==> config.mk <==
export PLATFORM = sky130hd
export DESIGN_NAME = io_rf_write_bridge
export DESIGN_NICKNAME = d
export VERILOG_FILES = /design/src/rtl/io_rf_write_bridge.sv
export SDC_FILE = /design/constraint.sdc
export NUM_CORES = 1
export LEC_CHECK = 0
export ABC_AREA = 1
export CAP_MARGIN = 30
export CORE_ASPECT_RATIO = 1.4
export CORE_MARGIN = 10
export CORE_UTILIZATION = 50
export CTS_CLUSTER_SIZE = 10
export DETAILED_ROUTE_END_ITERATION = 6
export PLACE_DENSITY_LB_ADDON = 0.25
export SYNTH_ARGS = -nofsm -noshare
export SYNTH_HDL_FRONTEND = slang
export SYNTH_SLANG_ARGS = --single-unit
==> constraint.sdc <==
create_clock -name clk -period 2.1 [get_ports clk]
set_clock_uncertainty 0.15 [all_clocks]
set_input_delay 0.21 -clock clk [delete_from_list [all_inputs] [get_ports clk]]
set_output_delay 0.21 -clock clk [all_outputs]
set_load 0.05 [all_outputs]
==> src/rtl/io_rf_write_bridge.sv <==
// Packs bytes from an IO source into a DATA_W word and writes it to register 31
// when the core write-back port is idle. Optional parity: IO_BRIDGE_PARITY_EN.
`timescale 1ns/1ps
module io_rf_write_bridge #(
    parameter int unsigned DATA_W = 32,
    parameter int unsigned CNT_W  = 8
) (
    input  logic              clk,
    input  logic              rst_n,
    input  logic              in_valid,
    input  logic [7:0]        in_byte,
`ifdef IO_BRIDGE_PARITY_EN
    input  logic              in_parity,
    output logic              parity_err,
`endif
    output logic              in_ready,
    input  logic              in_abort,
    input  logic              rf_we_busy,
    output logic              io_we,
    output logic [DATA_W-1:0] data_io,
    output logic [CNT_W-1:0]  word_cnt,
    output logic              pending
);
    localparam int unsigned NUM_BYTES = DATA_W / 8;
    localparam int unsigned IDX_W     = (NUM_BYTES > 1) ? $clog2(NUM_BYTES) : 1;
    localparam logic [IDX_W-1:0] LAST_IDX = IDX_W'(NUM_BYTES - 1);

    typedef enum logic [1:0] {
        ST_COLLECT = 2'd0,
        ST_PENDING = 2'd1,
        ST_WRITE   = 2'd2
    } state_t;

    state_t              r_state;
    logic [IDX_W-1:0]    r_byte_idx;
    logic [DATA_W-1:0]   r_shift;
    logic [DATA_W-1:0]   r_data_io;
    logic [CNT_W-1:0]    r_word_cnt;
    logic                r_in_ready;
    logic                r_io_we;
    logic                r_pending;

    state_t              w_state_nxt;
    logic [IDX_W-1:0]    w_idx_nxt;
    logic [DATA_W-1:0]   w_shift_nxt;
    logic [DATA_W-1:0]   w_data_nxt;
    logic [CNT_W-1:0]    w_cnt_nxt;
    logic                w_par_ok;

`ifdef IO_BRIDGE_PARITY_EN
    logic r_parity_err;
    logic w_perr_set;

    // Even parity: in_parity must equal the XOR of the byte bits.
    assign w_par_ok   = ((^in_byte) == in_parity);
    assign w_perr_set = (r_state == ST_COLLECT) && in_valid && !in_abort && !w_par_ok;

    always_ff @(posedge clk or negedge rst_n) begin
        if (!rst_n) begin
            r_parity_err <= 1'b0;
        end else if (in_abort) begin
            r_parity_err <= 1'b0;
        end else if (w_perr_set) begin
            r_parity_err <= 1'b1;
        end
    end

    assign parity_err = r_parity_err;
`else
    assign w_par_ok = 1'b1;
`endif

    // Next-state and datapath update.
    always_comb begin
        w_state_nxt = r_state;
        w_idx_nxt   = r_byte_idx;
        w_shift_nxt = r_shift;
        w_data_nxt  = r_data_io;
        w_cnt_nxt   = r_word_cnt;
        unique case (r_state)
            ST_COLLECT: begin
                if (in_abort) begin
                    w_idx_nxt   = '0;
                    w_shift_nxt = '0;
                end else if (in_valid && w_par_ok) begin
                    w_shift_nxt[{r_byte_idx, 3'b000} +: 8] = in_byte;
                    if (r_byte_idx == LAST_IDX) begin
                        w_state_nxt = ST_PENDING;
                    end else begin
                        w_idx_nxt = r_byte_idx + IDX_W'(1);
                    end
                end
            end
            ST_PENDING: begin
                if (in_abort) begin
                    w_state_nxt = ST_COLLECT;
                    w_idx_nxt   = '0;
                    w_shift_nxt = '0;
                end else if (!rf_we_busy) begin
                    w_state_nxt = ST_WRITE;
                    w_data_nxt  = r_shift;
                end
            end
            ST_WRITE: begin
                // Committed: abort and busy are not looked at here.
                w_state_nxt = ST_COLLECT;
                w_idx_nxt   = '0;
                w_shift_nxt = '0;
                w_cnt_nxt   = r_word_cnt + CNT_W'(1);
            end
            default: begin
                w_state_nxt = ST_COLLECT;
                w_idx_nxt   = '0;
                w_shift_nxt = '0;
            end
        endcase
    end

    // State, datapath and registered status outputs.
    always_ff @(posedge clk or negedge rst_n) begin
        if (!rst_n) begin
            r_state    <= ST_COLLECT;
            r_byte_idx <= '0;
            r_shift    <= '0;
            r_data_io  <= '0;
            r_word_cnt <= '0;
            r_in_ready <= 1'b1;
            r_io_we    <= 1'b0;
            r_pending  <= 1'b0;
        end else begin
            r_state    <= w_state_nxt;
            r_byte_idx <= w_idx_nxt;
            r_shift    <= w_shift_nxt;
            r_data_io  <= w_data_nxt;
            r_word_cnt <= w_cnt_nxt;
            r_in_ready <= (w_state_nxt == ST_COLLECT);
            r_io_we    <= (w_state_nxt == ST_WRITE);
            r_pending  <= (w_state_nxt == ST_PENDING);
        end
    end

    assign in_ready = r_in_ready;
    assign io_we    = r_io_we;
    assign data_io  = r_data_io;
    assign word_cnt = r_word_cnt;
    assign pending  = r_pending;

endmodule

==> results.md, run 1 <==
* Die Wd at a little over 90 um
* Final Hold Viols at 0
* H-tree levels at 3
* Skew-Pair Late Insertion Delay at about 0.36 ns
* Global-route wire length before repair at about 14 mm
* DR pass1 iterations at 4
* Min Tclk post-route at between 2 and 2.5 ns
* Worst Setup End Kind: primary output
* P&R area growth vs syn at 25.26%
* Placement Cell Area at approximately 4300 um2
* Die Y at between 100 and 150 um
* Antenna violations before repair at 0
* PortBufs at 55
* RSZ-0062 raised after global routing: false
* Worst vdd ir at approximately 0.00056 V
* Worst Path Buf+Inv at 1
* Post-Syn Nets at between 400 and 500
* Starting Density at 51.51%
* Synth area leaders: dfrtp_1 54%, nand2_1 23%, nor2_1 4.8%
* Share of cells above drive strength 1 at slightly above 8%
* CTS Root Cell: clkbuf_8
* GRT overflow at 0
* # IOs at 56
* CTS tree: yes
* Rel. slew slack at 64.66%
* Residual DRC count at 0
* Origin of the critical flop-to-flop path: r_byte_idx[1]$_DFFE_PN0P_
* WS Path Type: flop to primary output
* CP arrival at about 1.7 ns
* Via density at ~4.7
* Slew @ Worst Pin at between 0.5 and 0.6 ns
* Final HPWL DP at slightly above 6 mm
* Register area share after synthesis at about 55%
* Synth warn at 0
* Total power at around 3.9 mW
* Worst Path Required at 1.74 ns
* Die Footprint at between 10000 and 15000 um2
* Layout Utilization at 64.52%
* Setup crit start kind: flop
* Layout Nets at between 500 and 600
* Syn Inst Count at 452
* R2R Setup Slk at 0.26 ns
* FMAX at roughly 490 MHz
* Hold Crit Class: primary input to async pin
* Status: completed
* Setup tns final at 0 ns
* Reg clk slew, reported paths at approximately 0.07 ns
* Drt initial violations at ~120
* Yosys top cell area share at roughly 54%
* Vias in the first global route at between 2000 and 3000
* CTS Sinks at 79
* Place WS at 0.2089 ns
* Post-synthesis cell area at between 3000 and 4000 um2
* Flops & latches, synth at around 80
* Period utilisation layout at roughly 97%
* Rows at 36
* Fin cells at just over 600
* GRT Util Overall at between 10% and 20%
* Inst Count DP at about 600
* Max-slew violations at 0
* Worst hold margin at ~0.22 ns
* Clock Tree Buf Depth at 2
* Largest net degree at the start of global routing at 42
* Fin area at roughly 4500 um2
* Reg2reg end: r_shift[29]$_DFFE_PN0P_
* LEAKAGE at roughly 2.4 nW
* Mapped Avg Cell Area at between 7 and 8 um2
* # diodes at 0
* Delay-heaviest family, CP: buffers and inverters
* Antenna viol nets, final at 0
* # setup viols final at 0
* Max Cap Viol at 0
* Total core area at ~7000 um2
* Post-Route WL at roughly 8 mm
* Crit-path cells: clkdlybuf4s50_1
* Post-route setup slack at a little under 0.07 ns
* CP Max Fanout at 1
* Power density over the cells at ~860 nW/um2
* Post-CTS setup buffers at 0
* DR WL/cell at ~13 um
* Num CTS Buffers at 9
* RD Place Congestion at ~0.95
* Synth unique cells at 23
* Vias at 2919
* R2R cell count at 7
* Post-synth top area cell: dfrtp_1
* CP max stage cell: clkdlybuf4s50_1
* Critical path's largest stage delay at ~0.80 ns
-- cell type report --
cell class / count / area, um2
Multi-Input combinational cell: 329 / 1426
Timing Repair Buffer: 62 / 615.6
Inverter: 35 / 133.9
Tap cell: 95 / 118.9
Fill cell: 629 / 2477
Sequential cell: 79 / 1978
Clock inverter: 5 / 80.08
Clock buffer: 11 / 151.4
-- flip-flops by register name, indices dropped and copies added (netlist names) --
signal      cells
word_cnt        8
r_byte_idx      2
in_ready        1
io_we           1
pending         1
r_shift        32
r_state         2
data_io        32
-- Yosys cell counts (all sizes together) --
| library cell | n |
|---|---|
| buf | 8 |
| clkbuf | 1 |
| dfrtp | 78 |
| dfstp | 1 |
| ha | 7 |
| inv | 35 |
| nand2 | 229 |
| nand3 | 26 |
| nand3b | 1 |
| nor2 | 52 |
| nor3 | 9 |
| xnor2 | 1 |
| xor2 | 4 |
-- cell usage in the layout (no fill, tap or decap), drive strengths merged --
cell           netlist  layout
nand2              229     229
dfrtp               78      78
clkdlybuf4s50        0      54
nor2                52      52
inv                 35      35
nand3               26      26
clkbuf               1      11
nor3                 9       9
ha                   7       7
buf                  8       7
xor2                 4       4
bufinv               0       2
clkinvlp             0       2
nand3b               1       1
xnor2                1       1
clkinv               0       1
dlygate4sd3          0       1
dfstp                1       1
-- cells by family after synthesis --
| kind of cell | share of synthesized area (%) |
|---|---|
| simple gates | 36.01 |
| fa+ha+maj | 2.436 |
| xor+xnor | 1.218 |
| buf+inv | 5.324 |
| flops | 55.01 |
-- power breakdown --
| part | internal [mW] | switching [mW] |
|---|---|---|
| Combinational | 0.259 | 0.646 |
| Sequential | 1.62 | 0.0676 |
| Clock | 0.731 | 0.550 |
| Total | 2.61 | 1.26 |
-- metal layers --
metal	routed length, um	vias up	track usage [%]
met3	401	18	3.653
met2	4151	51	26.74
met1	3174	1354	17.15
li1	-	1496	-
met4	248	0	9.627
met5	0	-	0
-- what timing repair did --
action / CTS / global route
hold buffers: 1 / 0
hold endpoints to repair: 40 / 0
gates resized for setup: 0 / 0
-- worst max-delay path by stage --
stage | from | endpoint | slack, ns | depth (start not counted)
after global routing | in_ready$_DFF_PN1_ | in_ready | 0.03 | 1
after floorplan | r_byte_idx[0]$_DFFE_PN0P_ | r_shift[24]$_DFFE_PN0P_ | 0.33 | 9
after CTS | in_ready$_DFF_PN1_ | in_ready | 0.04 | 1
after global placement | in_abort | r_shift[24]$_DFFE_PN0P_ | 0.27 | 7
after detailed placement | in_abort | r_shift[24]$_DFFE_PN0P_ | 0.21 | 7
final | in_ready$_DFF_PN1_ | in_ready | 0.07 | 1
(Power assumes the default switching activity.)
==> run 2, diff against run 1 <==
--- a/config.mk
+++ b/config.mk
@@ -9,7 +9,7 @@
 export CAP_MARGIN = 30
 export CORE_ASPECT_RATIO = 1.4
 export CORE_MARGIN = 10
-export CORE_UTILIZATION = 50
+export CORE_UTILIZATION = 55
 export CTS_CLUSTER_SIZE = 10
 export DETAILED_ROUTE_END_ITERATION = 6
 export PLACE_DENSITY_LB_ADDON = 0.25
==> constraint.sdc (replaced) <==
create_clock -name clk -period 2.4 [get_ports clk]
set_clock_uncertainty 0.15 [all_clocks]
set_input_delay 0.24 -clock clk [delete_from_list [all_inputs] [get_ports clk]]
set_output_delay 0.24 -clock clk [all_outputs]
set_load 0.05 [all_outputs]
==> results.md, run 2 (synthesis results as in run 1) <==
* DR pass1 iterations at 4 (unchanged)
* Drt initial violations at 196 (+59%)
* Clock Tree Buf Depth at 2 (unchanged)
* Largest net degree at the start of global routing at 45 (+7.1%)
* Slew @ Worst Pin at 0.5563 ns (+0.02619 ns)
* Critical path's largest stage delay at 0.79 ns (about the same)
* Fin cells at 590 (-4.2%)
* Post-CTS setup buffers at 0 (unchanged)
* RD Place Congestion at 0.8544 (-10%)
* CTS Hold Bufs at 1 (unchanged)
* Setup crit start kind: flop
* Switching power at 1.114 mW (-12%)
* Reg clk slew, reported paths at 0.08 ns (about the same)
* Worst Path Buf+Inv at 1 (unchanged)
* Final Hold Viols at 0 (unchanged)
* Layer with the highest usage: met2
* Period utilisation layout at 85.52%
* Crit-path cells: clkdlybuf4s50_1
* Met2 usage at 30.75% (+4.0 points)
* GRT Util Overall at 16.79% (+1.1 points)
* R2R cell count at 7 (unchanged)
* Min Tclk post-route at 2.053 ns
* WS Path Type: flop to primary output
* Residual DRC count at 0 (unchanged)
* Layout Utilization at 71.32% (+6.8 points)
* Clock Power Share at 36.1% (+3.0 points)
* Power density over the cells at 790.9 nW/um2 (-8.0%)
* GRT overflow at 0 (unchanged)
* Hold Crit Class: primary input to async pin
* CP max stage cell: clkdlybuf4s50_1
* Final HPWL DP at 5.854 mm (-3.2%)
* Post-route setup slack at 0.3475 ns (+0.2783 ns)
* Inst Count DP at 573 (-4.3%)
* Met1 usage at 17.97% (+0.82 points)
* CTS Root Cell: clkbuf_8
* Via density at 4.897 (+3.3%)
* LEAKAGE at 2.430 nW (+0.12%)
* Die Footprint at 10220 um2 (-7.4%)
* RSZ-0062 raised after global routing: false
* # IOs at 56 (unchanged)
* Max-slew violations at 0 (unchanged)
* Fin area at 4491 um2 (-0.31%)
* Most frequent cells in the layout: 222 x nand2_1, 78 x dfrtp_1, 54 x clkdlybuf4s50_1, 46 x nor2_1, 32 x inv_1
* Worst vdd ir at 0.0005748 V (+3.2%)
* M3 GR Usage at 4.846% (+1.2 points)
* Sequential Power Share at 41.5% (-2.0 points)
* Worst Setup End Kind: primary output
* Die Wd at 88.34 um (-3.6%)
* Placement Cell Area at 4212 um2 (-1.2%)
* Rows at 34 (-5.6%)
* Antenna viol nets, final at 0 (unchanged)
* Post-Route WL at 7.976 mm (about the same)
* Resized cells post-CTS at 0 (unchanged)
* PortBufs at 55 (unchanged)
* R2R Setup Slk at 0.52 ns (+0.26 ns)
* Setup tns final at 0 ns (unchanged)
* Delay-heaviest family, CP: buffers and inverters
* # diodes at 0 (unchanged)
* Worst hold margin at 0.2325 ns (+0.01667 ns)
* CTS tree: yes
* CP arrival at 1.66 ns (about the same)
* Status: completed
* Skew-Pair Late Insertion Delay at 0.35 ns (about the same)
* P&R area growth vs syn at 24.88%
* Origin of the critical flop-to-flop path: r_byte_idx[1]$_DFFE_PN0P_
* Layout Nets at 533 (-0.56%)
* Reg2reg end: r_shift[31]$_DFFE_PN0P_
* Fill count at 529 (-16%)
* Max Cap Viol at 0 (unchanged)
* Comb pwr share at 22.4% (-1.0 points)
* Total power at 3.551 mW (-8.2%)
* Starting Density at 57.11% (+5.6 points)
* Commonest non-fill, non-tap cell in the layout: nand2_1
* Total core area at 6296 um2 (-9.8%)
* Die Y at 115.7 um (-3.9%)
* CP Max Fanout at 1 (unchanged)
* FMAX at 487.2 MHz
* Place WS at 0.4218 ns (+0.2129 ns)
* Vias in the first global route at 3010 (+1.1%)
* Vias at 2889 (-1.0%)
* H-tree levels at 3 (unchanged)
* Num CTS Buffers at 9 (unchanged)
* Global-route wire length before repair at 13.52 mm (-3.5%)
* Sw frac at 31.38% (-1.3 points)
* P_int at 2.437 mW (-6.5%)
* # setup viols final at 0 (unchanged)
* Share of cells above drive strength 1 at 7.722% (-0.53 points)
* CTS Sinks at 79 (unchanged)
* Worst Path Required at 2.01 ns (+0.27 ns)
* Rel. slew slack at 62.86% (-1.8 points)
* Antenna violations before repair at 0 (unchanged)
* DR WL/cell at 13.52 um (+4.4%)
run 2: worst max path at each step:
stage,startpoint,to,slack (ns),cells past startpoint
CTS,in_ready$_DFF_PN1_,in_ready,0.32,1
global route,in_ready$_DFF_PN1_,in_ready,0.31,1
global placement,in_abort,r_shift[27]$_DFFE_PN0P_,0.48,7
detailed placement,in_abort,r_shift[27]$_DFFE_PN0P_,0.42,7
floorplan,r_byte_idx[0]$_DFFE_PN0P_,r_shift[24]$_DFFE_PN0P_,0.63,9
finish,in_ready$_DFF_PN1_,in_ready,0.35,1
run 2: final cells by class:
class	count	area [um2]	share of cell area (%)
Multi-Input combinational cell	329	1426	31.76
Clock buffer	9	123.9	2.758
Clock inverter	7	145.1	3.232
Timing Repair Buffer	59	593.1	13.21
Inverter	35	133.9	2.981
Sequential cell	79	1978	44.05
Tap cell	72	90.09	2.006
run 2: per-layer routing:
layer | up-vias | wire [um] | share of wire (%)
li1 | 1488 | - | -
met1 | 1330 | 3257 | 41
met2 | 65 | 4248 | 53
met3 | 6 | 409 | 5.1
met4 | 0 | 61 | 0.76
met5 | - | 0 | 0
run 2: power groups by stage:
stage | combinational (mW) | clock [mW] | sequential [mW]
6_report | 0.795 | 1.28 | 1.47
5_1_grt | 0.889 | 1.36 | 1.49
4_1_cts | 0.805 | 1.30 | 1.48
3_5_place_dp | 0.795 | 0 | 1.50
3_3_place_gp | 0.788 | 0 | 1.50
2_1_floorplan | 0.447 | 0 | 1.61
